File: src/rtl/branch_redirect_ctrl_if.sv
// Bundle-side bus for branch_redirect_ctrl: EX branch results in, fetch redirect out.
// master = controller view, slave = EX/fetch environment view.
interface branch_redirect_ctrl_if #(
  parameter int NUM_SLOTS = 2
);
  logic                       ex_valid;
  logic [NUM_SLOTS-1:0]       slot_branch_taken;
  logic [NUM_SLOTS-1:0][31:0] slot_new_pc;
  logic                       redirect_ready;
  logic [NUM_SLOTS-1:0]       kill_mask;
  logic                       redirect_valid;
  logic [31:0]                redirect_pc;
  logic                       flush;
  logic                       busy;
  logic [31:0]                taken_count;
  logic [31:0]                stall_count;

  modport master (
    input  ex_valid, slot_branch_taken, slot_new_pc, redirect_ready,
    output kill_mask, redirect_valid, redirect_pc, flush, busy, taken_count, stall_count
  );

  modport slave (
    output ex_valid, slot_branch_taken, slot_new_pc, redirect_ready,
    input  kill_mask, redirect_valid, redirect_pc, flush, busy, taken_count, stall_count
  );
endinterface

File: src/rtl/branch_redirect_ctrl.sv
// Picks the oldest taken branch of a VLIW bundle, issues one registered redirect to fetch
// and flushes wrong-path stages. Statistics counters exist only with BR_REDIRECT_STATS_EN.
module branch_redirect_ctrl #(
  parameter int NUM_SLOTS    = 2,
  parameter int FLUSH_CYCLES = 2
) (
  input  logic                   clk,
  input  logic                   rst_n,
  branch_redirect_ctrl_if.master bus
);
  typedef enum logic [1:0] {S_IDLE, S_REDIRECT, S_FLUSH} state_t;

  state_t               r_state, w_next;
  logic [3:0]           r_cnt, w_cnt_nxt;
  logic [31:0]          r_pc, w_pc_nxt;
  logic [NUM_SLOTS:0]   w_older;
  logic [NUM_SLOTS-1:0] w_win;
  logic [31:0]          w_win_pc;
  logic                 w_resolve;
  logic                 w_handshake;

  // w_older[i]: some slot older than i is taken, so slot i is younger than the winner
  assign w_older[0] = 1'b0;
  for (genvar g = 0; g < NUM_SLOTS; g++) begin : g_slot
    assign w_older[g+1] = w_older[g] | bus.slot_branch_taken[g];
    assign w_win[g]     = bus.slot_branch_taken[g] & ~w_older[g];
  end

  always_comb begin
    w_win_pc = '0;
    for (int i = 0; i < NUM_SLOTS; i++)
      w_win_pc = w_win_pc | (bus.slot_new_pc[i] & {32{w_win[i]}});
  end

  assign w_resolve   = (r_state == S_IDLE) && bus.ex_valid && w_older[NUM_SLOTS];
  assign w_handshake = (r_state == S_REDIRECT) && bus.redirect_ready;

  always_comb begin
    w_next    = r_state;
    w_cnt_nxt = r_cnt;
    w_pc_nxt  = r_pc;
    case (r_state)
      S_IDLE: begin
        if (w_resolve) begin
          w_next   = S_REDIRECT;
          w_pc_nxt = w_win_pc;
        end
      end
      S_REDIRECT: begin
        if (bus.redirect_ready) begin
          if (FLUSH_CYCLES == 0) begin
            w_next = S_IDLE;
          end else begin
            w_next    = S_FLUSH;
            w_cnt_nxt = 4'(FLUSH_CYCLES);
          end
        end
      end
      S_FLUSH: begin
        w_cnt_nxt = r_cnt - 4'd1;
        if (r_cnt <= 4'd1) begin
          w_next    = S_IDLE;
          w_cnt_nxt = '0;
        end
      end
      default: begin
        w_next    = S_IDLE;
        w_cnt_nxt = '0;
      end
    endcase
  end

  always_ff @(posedge clk or negedge rst_n) begin
    if (!rst_n) begin
      r_state <= S_IDLE;
      r_cnt   <= '0;
      r_pc    <= '0;
    end else begin
      r_state <= w_next;
      r_cnt   <= w_cnt_nxt;
      r_pc    <= w_pc_nxt;
    end
  end

  assign bus.kill_mask      = ((r_state == S_IDLE) && bus.ex_valid) ? w_older[NUM_SLOTS-1:0] : '0;
  assign bus.redirect_valid = (r_state == S_REDIRECT);
  assign bus.redirect_pc    = r_pc;
  assign bus.flush          = (r_state != S_IDLE);
  assign bus.busy           = (r_state != S_IDLE);

`ifdef BR_REDIRECT_STATS_EN
  logic [31:0] r_taken_cnt, r_stall_cnt;

  always_ff @(posedge clk or negedge rst_n) begin
    if (!rst_n) begin
      r_taken_cnt <= '0;
      r_stall_cnt <= '0;
    end else begin
      if (w_handshake && (r_taken_cnt != 32'hFFFF_FFFF))
        r_taken_cnt <= r_taken_cnt + 32'd1;
      if ((r_state == S_REDIRECT) && !bus.redirect_ready && (r_stall_cnt != 32'hFFFF_FFFF))
        r_stall_cnt <= r_stall_cnt + 32'd1;
    end
  end

  assign bus.taken_count = r_taken_cnt;
  assign bus.stall_count = r_stall_cnt;
`else
  assign bus.taken_count = '0;
  assign bus.stall_count = '0;
`endif
endmodule

File: src/flat_wrapper.sv
// flat-port wrapper written by rule: the top's interface ports become plain ports
module branch_redirect_ctrl_flat 
#(
  parameter int NUM_SLOTS    = 2,
  parameter int FLUSH_CYCLES = 2
)
  (clk, rst_n, bus_ex_valid, bus_slot_branch_taken, bus_slot_new_pc, bus_redirect_ready, bus_kill_mask, bus_redirect_valid, bus_redirect_pc, bus_flush, bus_busy, bus_taken_count, bus_stall_count);
  branch_redirect_ctrl_if #(.NUM_SLOTS(NUM_SLOTS)) bus_i ();
  input  logic clk;
  input  logic rst_n;
  input wire logic [$bits(bus_i.ex_valid)-1:0] bus_ex_valid;
  input wire logic [$bits(bus_i.slot_branch_taken)-1:0] bus_slot_branch_taken;
  input wire logic [$bits(bus_i.slot_new_pc)-1:0] bus_slot_new_pc;
  input wire logic [$bits(bus_i.redirect_ready)-1:0] bus_redirect_ready;
  output wire logic [$bits(bus_i.kill_mask)-1:0] bus_kill_mask;
  output wire logic [$bits(bus_i.redirect_valid)-1:0] bus_redirect_valid;
  output wire logic [$bits(bus_i.redirect_pc)-1:0] bus_redirect_pc;
  output wire logic [$bits(bus_i.flush)-1:0] bus_flush;
  output wire logic [$bits(bus_i.busy)-1:0] bus_busy;
  output wire logic [$bits(bus_i.taken_count)-1:0] bus_taken_count;
  output wire logic [$bits(bus_i.stall_count)-1:0] bus_stall_count;
  assign bus_i.ex_valid = bus_ex_valid;
  assign bus_i.slot_branch_taken = bus_slot_branch_taken;
  assign bus_i.slot_new_pc = bus_slot_new_pc;
  assign bus_i.redirect_ready = bus_redirect_ready;
  assign bus_kill_mask = bus_i.kill_mask;
  assign bus_redirect_valid = bus_i.redirect_valid;
  assign bus_redirect_pc = bus_i.redirect_pc;
  assign bus_flush = bus_i.flush;
  assign bus_busy = bus_i.busy;
  assign bus_taken_count = bus_i.taken_count;
  assign bus_stall_count = bus_i.stall_count;
  branch_redirect_ctrl #(.NUM_SLOTS(NUM_SLOTS), .FLUSH_CYCLES(FLUSH_CYCLES)) u_core (.clk(clk), .rst_n(rst_n), .bus(bus_i));
endmodule
File: config.mk
export PLATFORM = sky130hd
export DESIGN_NAME = branch_redirect_ctrl_flat
export DESIGN_NICKNAME = d
export VERILOG_FILES = /design/src/rtl/branch_redirect_ctrl_if.sv /design/src/rtl/branch_redirect_ctrl.sv /design/src/flat_wrapper.sv
export SDC_FILE = /design/constraint.sdc
export NUM_CORES = 1
export LEC_CHECK = 0
export CAP_MARGIN = 20
export CORE_MARGIN = 1
export CORE_UTILIZATION = 35
export CTS_CLUSTER_SIZE = 14
export DETAILED_ROUTE_END_ITERATION = 8
export GPL_TIMING_DRIVEN = 0
export PLACE_DENSITY = 0.79
export SETUP_SLACK_MARGIN = 0.05
export SYNTH_ARGS = -nofsm -noshare
export SYNTH_HDL_FRONTEND = slang
export SYNTH_SLANG_ARGS = --single-unit
File: constraint.sdc
create_clock -name clk -period 1.49 [get_ports clk]
set_input_delay 0.298 -clock clk [delete_from_list [all_inputs] [get_ports clk]]
set_output_delay 0.298 -clock clk [all_outputs]
set_load 0.005 [all_outputs]
==> metrics <==
largest family of logic cells by synthesized area buffers and inverters; CTS tree done; synth unique cells 25; Worst VDD drop 0.746 mV; Reg clk slew, reported paths 0.08 ns; overall die width 84.0 um; H-tree depth 2; Final Max Tran Viols 0; drt initial violations 91; Finished Cell Area 4480 um2; Leak Pwr 2.30 nW; placed standard-cell area 3720 um2; outcome finished with violations; CTS buffer count 5; crit path launch u_core.r_state[0]; xor and xnor area share after synthesis 0%; DR pass1 iterations 6; cell count after synthesis 257; Setup CP Type register to output pin; CP Data Required Time 1.19 ns; Slew HR 44.8%; clock power share 13.5%; power per cell area 1430 nW/um2; Tcrit/Tclk final 106%; first-pass GRT wire length 10,000 um; compound-cell area share of the yosys netlist 20.9%; drt via density 4.38; most frequent cells in the layout buf_4, clkdlybuf4s50_1, conb_1; Util after Layout 69.7%; Starting Density 36.6%; Cell Area, Synth 2350 um2; die height 84.0 um; pre-CTS setup slack -0.332 ns; Yosys reg bits 38; share of cells above drive strength 1 40.5%; Finish-stage setup viols 20; warnings from Yosys 0; RR Startpoint u_core.r_state[1]; drt wl/cell 13.4 um; GP Congestion 0.748; Seq pwr share 29.8%; Setup Skew 0.00500 ns; CTS root buf clkbuf_8; total core area 6420 um2; crit path max fanout 3; simple logic cell fraction of the synthesized area 8.09%; path type of the worst min-delay path input pin to asynchronous set/reset pin; RSZ-0062 raised after global routing true; Port Buffers 104; failing checks design-rule violations, negative setup slack; final WL 7180 um; Max Buffers Root-to-Sink 2; Post-DP HPWL 4890 um; clock sink count 38; Clock Latency Late Sink 0.29 ns; final net count 531; Vias 2,338; Tot Pwr 6.42 mW; fmax 632 MHz; Post-Synth Adder-Cell Area 2.66%; switching power summed over all nets 2.29 mW; CP arrival 1.28 ns; Final Hold Vio Count 0; ant diodes 0; Crit. End Element output pin; initial antenna violation count 0; Sw Share 35.7%; commonest non-fill, non-tap cell in the layout buf_4; largest net degree at the start of global routing 39; internal power 4.12 mW; register area share after synthesis 40.4%; CTS Hold Bufs 0; Slew @ Worst Pin 0.828 ns; Routed Antenna Nets 0; full die area 7050 um2; Worst Setup Start Kind register; vias in the first global route 2,147; row count 29; final global-route overflow total 0; Mapped Avg Cell Area 9.15 um2; Setup TNS Final -0.331 ns; Total GRT Usage 18.1%; Tmin final 1.58 ns; DRC errors left 26; multiplexer area fraction after synthesis 0.851%; combinational power share 56.8%; Area Overhead vs Synth 90.4%; fin worst setup slack -0.0924 ns; I/O pin total 171; max_cap viols 0
==> metrics by stage <==
| step | std cells | hold slack (ns) |
|---|---|---|
| 5_1_grt | 534 | 0.160 |
| 2_1_floorplan | 321 | 0.00241 |
| 6_report | 534 | 0.101 |
| 3_3_place_gp | 502 | 0.461 |
| 4_1_cts | 525 | 0.135 |
| 3_5_place_dp | 502 | 0.451 |
==> power by group through the flow <==
| stage | clock (mW) | sequential (mW) | combinational [mW] |
|---|---|---|---|
| floorplan | 0 | 1.82 | 1.04 |
| global placement | 0 | 1.78 | 2.46 |
| detailed placement | 0 | 1.80 | 2.53 |
| CTS | 0.881 | 1.75 | 2.68 |
| global route | 0.930 | 1.97 | 3.93 |
| finish | 0.864 | 1.91 | 3.64 |
==> logic make-up after synthesis <==
kind of cell	count (synthesis)
buffers and inverters	87
AOI/OAI and AO/OA	77
and+or+nand+nor	47
DFF	38
adders and majority gates	5
muxes	2
other	1
==> Yosys cell counts, drive strengths merged <==
cell	n	share of area (%)
o21a	1	0.32
mux2i	2	0.85
nand2	37	5.9
a22oi	32	10
dfrtp	38	40
nor3	3	0.64
o31ai	1	0.53
a31oi	2	0.53
inv	6	0.96
o31a	1	0.37
ha	5	2.7
buf	78	26
and3	1	0.27
a21oi	2	0.43
o22ai	1	0.27
nor2b	2	0.53
nand4	1	0.27
nor2	3	0.48
o21ai	36	7.7
clkbuf	3	0.48
conb	1	0.16
o211ai	1	0.53
==> registers in the layout, summed over array words and instances, names as in the netlist <==
register / flops
u_core.bus.redirect_pc: 32
u_core.r_cnt: 4
u_core.r_state: 2
==> layout make-up <==
| type | count | area (um2) |
|---|---|---|
| plain buffers | 80 | 656 |
| clock buffers | 5 | 68.8 |
| clock inverters | 3 | 40.0 |
| fillers | 506 | 1940 |
| inverters | 6 | 25.0 |
| multi-input cells | 196 | 1340 |
| flip-flops and latches | 38 | 951 |
| well taps | 77 | 96.3 |
| repair buffers | 129 | 1300 |
==> routing by layer <==
layer	global-route usage (%)	up-vias	part of all wire [%]
met4	7.05	0	2.2
met5	0	-	0
met2	35.5	106	55
met1	18.2	1065	36
li1	-	1154	-
met3	4.06	13	6.9
==> what timing repair did <==
action | 4_1_cts | 5_1_grt
pin swaps | 1 | 43
setup endpoints to repair | 72 | 45
resized for setup | 66 | 126
buffers inserted | 14 | 6
cloned | 1 | 5
==> final timing paths <==
path / to / slack (ns) / cells after the start
worst max register to register: u_core.r_cnt[3] / -0.02 / 7
worst max-delay path: bus_kill_mask[1] / -0.09 / 5
worst min-delay path: u_core.bus.redirect_pc[23] / 0.10 / 1
worst min register to register: u_core.bus.redirect_pc[30] / 0.50 / 2
min in group clk: u_core.bus.redirect_pc[24] / 0.36 / 3
max in group asynchronous: u_core.bus.redirect_pc[3] / 0.86 / 1
==> worst max-delay path: stages (launching register included) <==
cell and delay, ns:
dfrtp_1 0.40, inv_2 0.09, ha_4 0.14, buf_6 0.10, and3_4 0.17, buf_6 0.09
Note: power is estimated with default switching activity, not from simulation.
